File: config.mk
export PLATFORM = sky130hd
export DESIGN_NAME = dma_tx_fifo_flat
export DESIGN_NICKNAME = d
export VERILOG_FILES = /design/src/rtl/dma_tx_fifo_pkg.sv /design/src/rtl/dma_tx_fifo_if.sv /design/src/rtl/dma_tx_fifo_sync_fifo.sv /design/src/rtl/dma_tx_fifo.sv /design/src/flat_wrapper.sv
export SDC_FILE = /design/constraint.sdc
export NUM_CORES = 1
export LEC_CHECK = 0
export ABC_AREA = 1
export BUFFER_PORTS_ARGS = -buffer_cell sky130_fd_sc_hd__buf_2
export CORE_ASPECT_RATIO = 0.5
export CORE_MARGIN = 2
export CORE_UTILIZATION = 30
export DETAILED_ROUTE_END_ITERATION = 6
export GPL_ROUTABILITY_DRIVEN = 0
export SETUP_SLACK_MARGIN = 0.3
export SLEW_MARGIN = 20
export SYNTH_ARGS = -nofsm -noshare
export SYNTH_HDL_FRONTEND = slang
export SYNTH_SLANG_ARGS = --single-unit
File: constraint.sdc
create_clock -name clk -period 3.68 [get_ports clk]
set_clock_uncertainty 0.1 [all_clocks]
set_input_delay 0.368 -clock clk [delete_from_list [all_inputs] [get_ports clk]]
set_output_delay 0.368 -clock clk [all_outputs]
set_load 0.01 [all_outputs]
File: src/rtl/dma_tx_fifo_pkg.sv
`default_nettype none
// ============================================================================
// Module   : dma_tx_pkg
// Purpose  : Register map, register views and entry packing for dma_tx_fifo.
// Revision : 1.0 - initial release
// ============================================================================
package dma_tx_pkg;

    localparam logic [3:0] DTX_TXD = 4'h0;
    localparam logic [3:0] DTX_SR  = 4'h4;
    localparam logic [3:0] DTX_CR  = 4'h8;

    // Entry = {nbytes-1, 32-bit zero-extended data}
    localparam int DTX_ENTRY_W = 34;

    typedef struct packed {
        logic [15:0] rsvd_hi;
        logic [7:0]  lw_thr;
        logic [5:0]  rsvd_lo;
        logic        flush;
        logic        req_en;
    } dtx_cr_v;

    typedef struct packed {
        logic [15:0] rsvd_hi;
        logic [7:0]  level;
        logic [4:0]  rsvd_lo;
        logic        ovf;
        logic        full;
        logic        empty;
    } dtx_sr_v;

    typedef enum logic [0:0] {
        ST_IDLE = 1'b0,
        ST_SEND = 1'b1
    } dtx_state_e;

    function automatic logic [DTX_ENTRY_W-1:0] dtx_pack(
        input logic [1:0]  lane,
        input logic [1:0]  size,
        input logic [31:0] wd
    );
        logic [DTX_ENTRY_W-1:0] e;
        case (size)
            2'b00:   e = {2'd0, 24'd0, wd[{lane, 3'b000} +: 8]};
            2'b01:   e = {2'd1, 16'd0, (lane[1] ? wd[31:16] : wd[15:0])};
            default: e = {2'd3, wd};
        endcase
        return e;
    endfunction

endpackage
`default_nettype wire

File: src/rtl/dma_tx_fifo_if.sv
`default_nettype none
// ============================================================================
// Module   : dma_tx_fifo_if
// Purpose  : Slave bus port plus byte-stream output of dma_tx_fifo.
// Revision : 1.0 - initial release
// ============================================================================
interface dma_tx_fifo_if;
    logic [31:0] addr;
    logic        we;
    logic [31:0] wd;
    logic [31:0] rd;
    logic [1:0]  size;
    logic        dma_req;
    logic [7:0]  st_data;
    logic        st_valid;
    logic        st_ready;

    modport master (
        output addr, we, wd, size, st_ready,
        input  rd, dma_req, st_data, st_valid
    );

    modport slave (
        input  addr, we, wd, size, st_ready,
        output rd, dma_req, st_data, st_valid
    );
endinterface
`default_nettype wire

File: src/rtl/dma_tx_fifo_sync_fifo.sv
`default_nettype none
// ============================================================================
// Module   : sync_fifo
// Purpose  : Single-clock FIFO with level count and synchronous flush.
// Revision : 1.0 - initial release
// ============================================================================
module sync_fifo #(
    parameter int DEPTH = 16,
    parameter int W     = 34
) (
    input  wire logic                       clk,
    input  wire logic                       rst,
    input  wire logic                       i_flush,
    input  wire logic                       i_push,
    input  wire logic [W-1:0]               i_wdata,
    input  wire logic                       i_pop,
    output logic      [W-1:0]               o_rdata,
    output logic                            o_full,
    output logic                            o_empty,
    output logic      [$clog2(DEPTH):0]     o_level
);
    localparam int c_ADDR_W = $clog2(DEPTH);
    localparam int c_LVL_W  = c_ADDR_W + 1;

    logic [W-1:0]        r_mem [DEPTH];
    logic [c_ADDR_W-1:0] r_wr_ptr;
    logic [c_ADDR_W-1:0] r_rd_ptr;
    logic [c_LVL_W-1:0]  r_level;
    logic                w_push;
    logic                w_pop;

    // Full/empty come from the pre-cycle level, so a pop cannot make room for a same-cycle push
    assign o_full  = (r_level == c_LVL_W'(DEPTH));
    assign o_empty = (r_level == '0);
    assign o_level = r_level;
    assign o_rdata = r_mem[r_rd_ptr];
    assign w_push  = i_push & ~o_full;
    assign w_pop   = i_pop & ~o_empty;

    always_ff @(posedge clk or posedge rst) begin
        if (rst) begin
            r_wr_ptr <= '0;
            r_rd_ptr <= '0;
            r_level  <= '0;
        end else if (i_flush) begin
            r_wr_ptr <= '0;
            r_rd_ptr <= '0;
            r_level  <= '0;
        end else begin
            if (w_push) r_wr_ptr <= r_wr_ptr + c_ADDR_W'(1);
            if (w_pop)  r_rd_ptr <= r_rd_ptr + c_ADDR_W'(1);
            if (w_push && !w_pop)      r_level <= r_level + c_LVL_W'(1);
            else if (!w_push && w_pop) r_level <= r_level - c_LVL_W'(1);
        end
    end

    always_ff @(posedge clk) begin
        if (w_push && !i_flush) r_mem[r_wr_ptr] <= i_wdata;
    end

endmodule
`default_nettype wire

File: src/rtl/dma_tx_fifo.sv
`default_nettype none
// ============================================================================
// Module   : dma_tx_fifo
// Purpose  : Bus-slave byte-stream transmitter with low-water dma refill request.
// Revision : 1.0 - initial release
// ============================================================================
module dma_tx_fifo
    import dma_tx_pkg::*;
#(
    parameter int DEPTH = 16
) (
    input  wire logic       clk,
    input  wire logic       rst,
    dma_tx_fifo_if.slave    bus
);
    localparam int LVL_W = $clog2(DEPTH) + 1;

    logic [3:0]             w_sel;
    logic                   w_wr_txd;
    logic                   w_wr_sr;
    logic                   w_wr_cr;
    logic                   w_flush;
    logic                   w_push_req;
    logic [DTX_ENTRY_W-1:0] w_entry;
    logic [DTX_ENTRY_W-1:0] w_head;
    logic                   w_fifo_full;
    logic                   w_fifo_empty;
    logic [LVL_W-1:0]       w_level;
    logic [8:0]             w_level9;
    logic                   w_pop;
    logic                   w_cond;
    logic                   w_unused;

    logic                   r_req_en;
    logic [7:0]             r_lw_thr;
    logic                   r_ovf;
    logic                   r_cond;
    logic                   r_dma_req;
    logic [31:0]            r_rd;
    dtx_sr_v                w_sr;
    dtx_cr_v                w_cr;
    logic [31:0]            w_rd_nxt;

    dtx_state_e             r_state;
    dtx_state_e             w_state_nxt;
    logic [DTX_ENTRY_W-1:0] r_entry;
    logic [DTX_ENTRY_W-1:0] w_entry_nxt;
    logic [1:0]             r_idx;
    logic [1:0]             w_idx_nxt;
    logic                   w_accept;
    logic                   w_last;

    assign w_sel      = {bus.addr[3:2], 2'b00};
    assign w_wr_txd   = bus.we & (w_sel == DTX_TXD);
    assign w_wr_sr    = bus.we & (w_sel == DTX_SR);
    assign w_wr_cr    = bus.we & (w_sel == DTX_CR);
    assign w_flush    = w_wr_cr & bus.wd[1];
    assign w_push_req = w_wr_txd & ~w_flush;
    assign w_entry    = dtx_pack(bus.addr[1:0], bus.size, bus.wd);
    assign w_unused   = ^bus.addr[31:4];

    sync_fifo #(
        .DEPTH (DEPTH),
        .W     (DTX_ENTRY_W)
    ) u_fifo (
        .clk     (clk),
        .rst     (rst),
        .i_flush (w_flush),
        .i_push  (w_push_req),
        .i_wdata (w_entry),
        .i_pop   (w_pop),
        .o_rdata (w_head),
        .o_full  (w_fifo_full),
        .o_empty (w_fifo_empty),
        .o_level (w_level)
    );

    assign w_level9 = 9'(w_level);
    assign w_cond   = r_req_en & (w_level9 <= {1'b0, r_lw_thr});

    always_comb begin
        w_sr        = '0;
        w_sr.empty  = w_fifo_empty & (r_state == ST_IDLE);
        w_sr.full   = w_fifo_full;
        w_sr.ovf    = r_ovf;
        w_sr.level  = w_level9[7:0];
        w_cr        = '0;
        w_cr.req_en = r_req_en;
        w_cr.lw_thr = r_lw_thr;
        case (w_sel)
            DTX_SR:  w_rd_nxt = w_sr;
            DTX_CR:  w_rd_nxt = w_cr;
            default: w_rd_nxt = '0;
        endcase
    end

    always_ff @(posedge clk or posedge rst) begin
        if (rst) begin
            r_req_en  <= 1'b0;
            r_lw_thr  <= '0;
            r_ovf     <= 1'b0;
            r_cond    <= 1'b0;
            r_dma_req <= 1'b0;
            r_rd      <= '0;
        end else begin
            if (w_wr_cr) begin
                r_req_en <= bus.wd[0];
                r_lw_thr <= bus.wd[15:8];
            end
            if (w_wr_sr && bus.wd[2])        r_ovf <= 1'b0;
            else if (w_push_req && w_fifo_full) r_ovf <= 1'b1;
            r_cond    <= w_cond;
            r_dma_req <= w_cond & ~r_cond;
            r_rd      <= w_rd_nxt;
        end
    end

    // Unpacker: one held entry, bytes leave LSB first; the next entry loads on the last accept
    assign w_accept = (r_state == ST_SEND) & bus.st_ready;
    assign w_last   = (r_idx == r_entry[DTX_ENTRY_W-1 -: 2]);

    always_comb begin
        w_state_nxt = r_state;
        w_entry_nxt = r_entry;
        w_idx_nxt   = r_idx;
        w_pop       = 1'b0;
        case (r_state)
            ST_IDLE: begin
                if (!w_fifo_empty) begin
                    w_pop       = 1'b1;
                    w_entry_nxt = w_head;
                    w_idx_nxt   = 2'd0;
                    w_state_nxt = ST_SEND;
                end
            end
            ST_SEND: begin
                if (w_accept) begin
                    if (!w_last) begin
                        w_idx_nxt = r_idx + 2'd1;
                    end else if (!w_fifo_empty) begin
                        w_pop       = 1'b1;
                        w_entry_nxt = w_head;
                        w_idx_nxt   = 2'd0;
                    end else begin
                        w_idx_nxt   = 2'd0;
                        w_state_nxt = ST_IDLE;
                    end
                end
            end
            default: w_state_nxt = ST_IDLE;
        endcase
        if (w_flush) begin
            w_pop       = 1'b0;
            w_idx_nxt   = 2'd0;
            w_state_nxt = ST_IDLE;
        end
    end

    always_ff @(posedge clk or posedge rst) begin
        if (rst) begin
            r_state <= ST_IDLE;
            r_entry <= '0;
            r_idx   <= '0;
        end else begin
            r_state <= w_state_nxt;
            r_entry <= w_entry_nxt;
            r_idx   <= w_idx_nxt;
        end
    end

    assign bus.st_valid = (r_state == ST_SEND);
    assign bus.st_data  = r_entry[{r_idx, 3'b000} +: 8];
    assign bus.dma_req  = r_dma_req;
    assign bus.rd       = r_rd;

endmodule
`default_nettype wire

File: src/flat_wrapper.sv
// flat-port wrapper written by rule: the top's interface ports become plain ports
module dma_tx_fifo_flat import dma_tx_pkg::*;
#(
    parameter int DEPTH = 16
)
  (clk, rst, bus_addr, bus_we, bus_wd, bus_size, bus_st_ready, bus_rd, bus_dma_req, bus_st_data, bus_st_valid);
  dma_tx_fifo_if bus_i ();
  input  wire logic clk;
  input  wire logic rst;
  input wire logic [$bits(bus_i.addr)-1:0] bus_addr;
  input wire logic [$bits(bus_i.we)-1:0] bus_we;
  input wire logic [$bits(bus_i.wd)-1:0] bus_wd;
  input wire logic [$bits(bus_i.size)-1:0] bus_size;
  input wire logic [$bits(bus_i.st_ready)-1:0] bus_st_ready;
  output wire logic [$bits(bus_i.rd)-1:0] bus_rd;
  output wire logic [$bits(bus_i.dma_req)-1:0] bus_dma_req;
  output wire logic [$bits(bus_i.st_data)-1:0] bus_st_data;
  output wire logic [$bits(bus_i.st_valid)-1:0] bus_st_valid;
  assign bus_i.addr = bus_addr;
  assign bus_i.we = bus_we;
  assign bus_i.wd = bus_wd;
  assign bus_i.size = bus_size;
  assign bus_i.st_ready = bus_st_ready;
  assign bus_rd = bus_i.rd;
  assign bus_dma_req = bus_i.dma_req;
  assign bus_st_data = bus_i.st_data;
  assign bus_st_valid = bus_i.st_valid;
  dma_tx_fifo #(.DEPTH(DEPTH)) u_core (.clk(clk), .rst(rst), .bus(bus_i));
endmodule
======== After elaboration in Yosys (flattened, before gate mapping) ========
Memories as Yosys holds them, arrays and structs flattened.
Index checks and enable logic that the tools add are counted.
operators by class
  reductions and logical operators ........ 17
  mux-type cells .......................... 32
  $lt $le $gt $ge ......................... 1
  equality and inequality tests ........... 9
  shift operators ......................... 2
  multipliers ............................. 0
  bitwise gates (word level) .............. 16
  div/mod/pow operators ................... 0
  add/sub/neg operators ................... 5
operators by type and width
  operator               count
  $pmux W34 S2           2
  $mux W34               3
  $shiftx A34 B6 Y8      1
  $pmux W16 S2           1
  $shiftx A32 B6 Y8      1
  $mux W16               1
  $mux W4                4
  $mux W5                3
  $and A1 B1 Y1          11
  $mux W1                11
  $add A4 B1 Y4 const B  2
  $le A5 B8 Y1           1
  $mux W2                4
  $ne A3 B3 Y1 const B   2
  $reduce_bool A2 Y1     3
  $add A5 B1 Y5 const B  1
  $eq A5 B5 Y1 const B   1
  $logic_and A1 B1 Y1    5
  $logic_not A5 Y1       1
  $not A1 Y1             5
  $sub A5 B1 Y5 const B  1
  $eq A2 B1 Y1 const B   2
  $logic_not A4 Y1       1
  $ne A2 B2 Y1 const B   2
  other kinds (9)        13
storage, ports and cells
  bits in writable memories ............... 544
  output and inout bits ................... 42
  register bits ........................... 78
  latch bits .............................. 0
  logic and storage cells ................. 95
  memories kept ........................... 1
  ROM bits ................................ 0
  input bits .............................. 70
memory list
  memory               depth  bits a word  rd ports  clocked after memory_dff  write ports  RTL line                     text
  u_core.u_fifo.r_mem  16     34           1         0                         1            dma_tx_fifo_sync_fifo.sv:25  logic [W-1:0] r_mem [DEPTH];

======== Depth between registers and ports, before layout ========
  word-level depth ........................ 11
  gate-level depth with buffers ........... 17
  gate-level depth less buffers ........... 17

======== By module ========
Synthesis repeated with hierarchy kept, for this count alone.
unflattened totals
  cell total of the unflattened synthesis .. 2161
  area total of the unflattened synthesis .. 25791.0 um2
by module, submodules not included
  module       cells an instance  area each (um2)  times used  sequential area each (um2)
  sync_fifo    1705               22347.7          1           16661.0
  dma_tx_fifo  456                3443.3           1           1501.4

======== Worst setup path after synthesis ========
No wires, ideal clock.
  path type ............................... input to register
  from .................................... input bus_addr[2]
  to ...................................... memory u_core.u_fifo.r_mem[15][0], enable pin
  data required time ...................... 3155 ps
  slack ................................... 308 ps
  arrival time ............................ 2847 ps
  path buffers ............................ 1
  setup time .............................. 425 ps
  stages on the path ...................... 10
  cells stage by stage .................... inv_1 -> ha_1 -> buf_2 -> nand3_2 -> nand3_2 -> nor2_4 -> nand2_1 -> nor2_1 -> inv_1 -> nor2_1
between the ends
  longest elaborated chain between the ends .. 9
  elaborated cells on any way between the ends .. 12
  those cells by class .................... 1 x eq/ne; 2 x mux; 6 x bitwise; 3 x reduce/logical
RTL lines
  item                               RTL line                     text
  start: declaration                 flat_wrapper.sv:10           input wire logic [$bits(bus_i.addr)-1:0] bus_addr;
  $eq A2 B2 Y1                       dma_tx_fifo.sv:56            assign w_wr_cr = bus.we & (w_sel == DTX_CR);
  $and A1 B1 Y1                      dma_tx_fifo.sv:56
  $and A1 B1 Y1                      dma_tx_fifo.sv:57            assign w_flush = w_wr_cr & bus.wd[1];
  $not A1 Y1                         dma_tx_fifo.sv:58            assign w_push_req = w_wr_txd & ~w_flush;
  $and A1 B1 Y1                      dma_tx_fifo.sv:58
  $and A1 B1 Y1                      dma_tx_fifo_sync_fifo.sv:37  assign w_push = i_push & ~o_full;
  $logic_and A1 B1 Y1 (*)            dma_tx_fifo_sync_fifo.sv:58  if (w_push && !i_flush) r_mem[r_wr_ptr] <= i_wdata;
  $mux W1 (*)                        dma_tx_fifo_sync_fifo.sv:58
  $mux W1 (not written as such) (*)  dma_tx_fifo_sync_fifo.sv:58
  end: declaration                   dma_tx_fifo_sync_fifo.sv:25
Mark *: on every way between the ends. The rest lies on a longest branch, timed or not.

======== Worst setup path after layout ========
  from .................................... register u_core.r_idx[0]
  to ...................................... output bus_st_data[1]
between the ends
  longest elaborated chain between the ends .. 1
RTL lines
  item                      RTL line            text
  start: declaration        dma_tx_fifo.sv:48   logic [1:0] r_idx;
  start signal: assignment  dma_tx_fifo.sv:167  r_idx <= w_idx_nxt;
  $shiftx A34 B6 Y8         dma_tx_fifo.sv:172  assign bus.st_data = r_entry[{r_idx, 3'b000} +: 8];
  end: declaration          flat_wrapper.sv:17  output wire logic [$bits(bus_i.st_data)-1:0] bus_st_data;
No other way between the ends.

==> results.toml <==
[global_route]
overflow = 0
antenna_found_initial = 1
gr-usage-all-layers = 0.1553
grt_max_degree = 182
grt_pass1_vias = 16720
grt_pass1_wl_um = 104300

[placement]
dp_cells = 3373
numPortBuffers = 62
dpl_worst_slack_ps = 732.9
hpwl_um = 39120

[floorplanning]
start_util = 0.3052
design.core.area_um2 = 84360
die_h_um = 211.1
die_w_um = 418.3
dieArea_um2 = 88310
io_pins = 112
rows = 75

[sta]
finalWorstSetupSlack_ps = 830.6
fmax_mhz = 350.9
max-slew-margin-rel = 0.3160
fin_setup_tns_ps = 0
setup_viol = 0
tightest_slew_ps = 1019
drv_slew = 0
hold_ws_ps = 133.3
fin_crit_sh = 0.7743
hold_viol = 0
rsz0062_at_grt = "no"
fin_crit_ps = 2849

[worst_setup_path]
crit_fanout = 16
cp_cell_sequence = "inv_1 > buf_4 > o21ai_0 > o22ai_1 > buf_2"
worstSetupPathType = "flop to output pin"
critPathLaunchType = "flop"
reg2reg_to = "u_core.u_fifo.o_level[4]$_DFFE_PP0P_"
timing.rr.start = "u_core.r_idx[1]$_DFFE_PP0P_"
r2r_setup_slack_ps = 950
worstPathArrival_ps = 2380
reg2reg_depth = 16
critPathMaxStageDelay_ps = 640
critPathSlowestCell = "dfrtp_1"
cp.required_ps = 3210
setup.worst_path.end_class = "output pin"

[min_path]
worstHoldPathType = "input port to flop"
min_to = "u_core.r_req_en$_DFFE_PP0N_"
worstHoldStart = "bus_wd[0]"
min_delay_path_depth = 3

[layout]
antenna_cells = 0
syn2layout_area_growth_pct = 14.61
final_nets = 2410
nFillCells = 8143
drive_gt1_frac = 0.1083
instances_no_fill = 3489
multi_input_area_um2 = 6678
ff_latch_area_um2 = 18170

[power_and_ir_drop]
total_power_uw = 20720
p_per_area_nw_per_um2 = 702.3
leakagePower_uw = 0.01103
ir_drop_mv = 0.5008

[clock_tree]
cts_tree = "yes"
cts_setup_buffers = 0
cts_hold_buf = 3
clk_pin_slew_worst_paths_ps = 60
cts_sinks = 617
cts_buffer_depth = 3
ctsResizeCount = 0
worstSkewPairLatency_ps = 630
htreeDepth = 2
numCtsBuffers = 60
cts_root_buffer = "clkbuf_16"

[synth]
yosysMostFrequentCell = "nand2_1"
synth_edf_count = 544
synthArstFlopShare = 0.1183
yosys-top-cells-count = "nand2_1, edfxtp_1, nand3_1, a21oi_1, nor2_1"
synth_cells = 2269
ys_ff_latch = 617
yosys.area.top_type_share = 0.6346
synth_ff_type = "edfxtp_1"
syn-mean-instance-area_um2 = 11.35
synth_top_area_cell = "edfxtp_1"
ys.warnings.count = 0
synth_area_um2 = 25740
ys_seq_area_frac = 0.7055
synth_area_leaders = "edfxtp_1, nand2_1, dfrtp_1"
yosys.cell_types.count = 39

[drt]
drc_errors = 0
wl_met2_um = 32320
route.met3.wl_um = 5178
highest_layer = "met4"
via_count = 17390
via_per_inst = 4.984
drt-total-wl_um = 69490
final_antenna_net_count = 0
wl_per_cell_um = 19.92
drt_iter0_markers = 1807
wl_met1_um = 30210
firstDrtPassIters = 5

[run]
drv_cap = 0

[outcome]
outcome = "completed"
## critical path, delay by kind of cell, from the launching register on
kind                   cells  cell delay (ps)
flip-flops                 1              640
buffers and inverters      3              540
AO/OA/AOI/OAI              2              590
## sequential cells by signal (all words and copies together) (netlist names)
register / cells
u_core.u_fifo.r_mem: 544
u_core.r_entry: 34
u_core.bus.rd: 11
u_core.r_lw_thr: 8
u_core.u_fifo.o_level: 5
u_core.u_fifo.r_rd_ptr: 4
u_core.u_fifo.r_wr_ptr: 4
u_core.r_idx: 2
u_core.bus.dma_req: 1
u_core.bus.st_valid: 1
u_core.r_cond: 1
u_core.r_ovf: 1
u_core.r_req_en: 1
## per-stage QoR
stage / instance area [um2] / util
floorplan: 25820 / -
global placement: 27510 / 0.3261
detailed placement: 27510 / 0.3261
CTS: 29500 / 0.3497
global route: 29500 / 0.3497
finish: 29500 / 0.3497
## how the worst max path moves through the flow
| stage | startpoint | endpoint | depth (start not counted) |
|---|---|---|---|
| global route | u_core.r_idx[0]$_DFFE_PP0P_ | bus_st_data[1] | 5 |
| detailed placement | bus_addr[2] | u_core.u_fifo.r_mem[7][30]$_DFFE_PP_ | 11 |
| global placement | bus_addr[2] | u_core.u_fifo.r_mem[7][22]$_DFFE_PP_ | 11 |
| CTS | u_core.r_idx[0]$_DFFE_PP0P_ | bus_st_data[1] | 5 |
| finish | u_core.r_idx[0]$_DFFE_PP0P_ | bus_st_data[1] | 5 |
| floorplan | bus_addr[2] | u_core.u_fifo.r_mem[15][0]$_DFFE_PP_ | 10 |
## power breakdown
group          internal [uW]  total, uW  switching (uW)
sequential              8090       8510             426
clock                   3530       6120            2590
combinational           1840       6090            4260
## kinds of logic after synthesis
| family | share of synthesized area |
|---|---|
| fa+ha+maj | 0.009040 |
| flops | 0.7055 |
| compound gates | 0.05988 |
| xor+xnor | 0.0006806 |
| simple gates | 0.1821 |
| other cells | 0.0001457 |
| buf+inv | 0.04267 |
## routing by layer
layer / track usage / up-vias
met3: 0.02436 / 107
met5: 0 / -
met1: 0.2159 / 8628
met4: 0.04830 / 0
met2: 0.2499 / 678
li1: - / 7975
## cell usage in the layout, fill, tap and decap left out, drive strengths merged
| cell type | netlist | final |
|---|---|---|
| nand2 | 715 | 715 |
| nor3 | 4 | 4 |
| conb | 1 | 21 |
| inv | 70 | 70 |
| bufinv | 0 | 4 |
| o31ai | 35 | 35 |
| o21a | 1 | 1 |
| nor4 | 1 | 1 |
| or2 | 1 | 1 |
| dfrtp | 73 | 73 |
| buf | 112 | 122 |
| a21oi | 179 | 179 |
| fa | 1 | 1 |
| clkinv | 1 | 20 |
| nand3 | 319 | 319 |
| clkbuf | 42 | 90 |
| o211ai | 3 | 3 |
| xor2 | 2 | 2 |
| o22ai | 12 | 12 |
| nor2 | 81 | 81 |
| ha | 17 | 17 |
| a31oi | 1 | 1 |
| edfxtp | 544 | 544 |
| o32ai | 1 | 1 |
| nor3b | 2 | 2 |
| dlygate4sd3 | 0 | 3 |
| o21ai | 51 | 51 |
## area by class of cell
cell class | count | share of cell area
clock buffer | 90 | 0.05878
clock inverter | 23 | 0.007718
inverter | 71 | 0.009499
multi-input combinational | 1447 | 0.2263
sequential | 617 | 0.6159
tap | 1116 | 0.04733
timing repair buffer | 125 | 0.03443
Note: power is estimated with default switching activity, not from simulation.
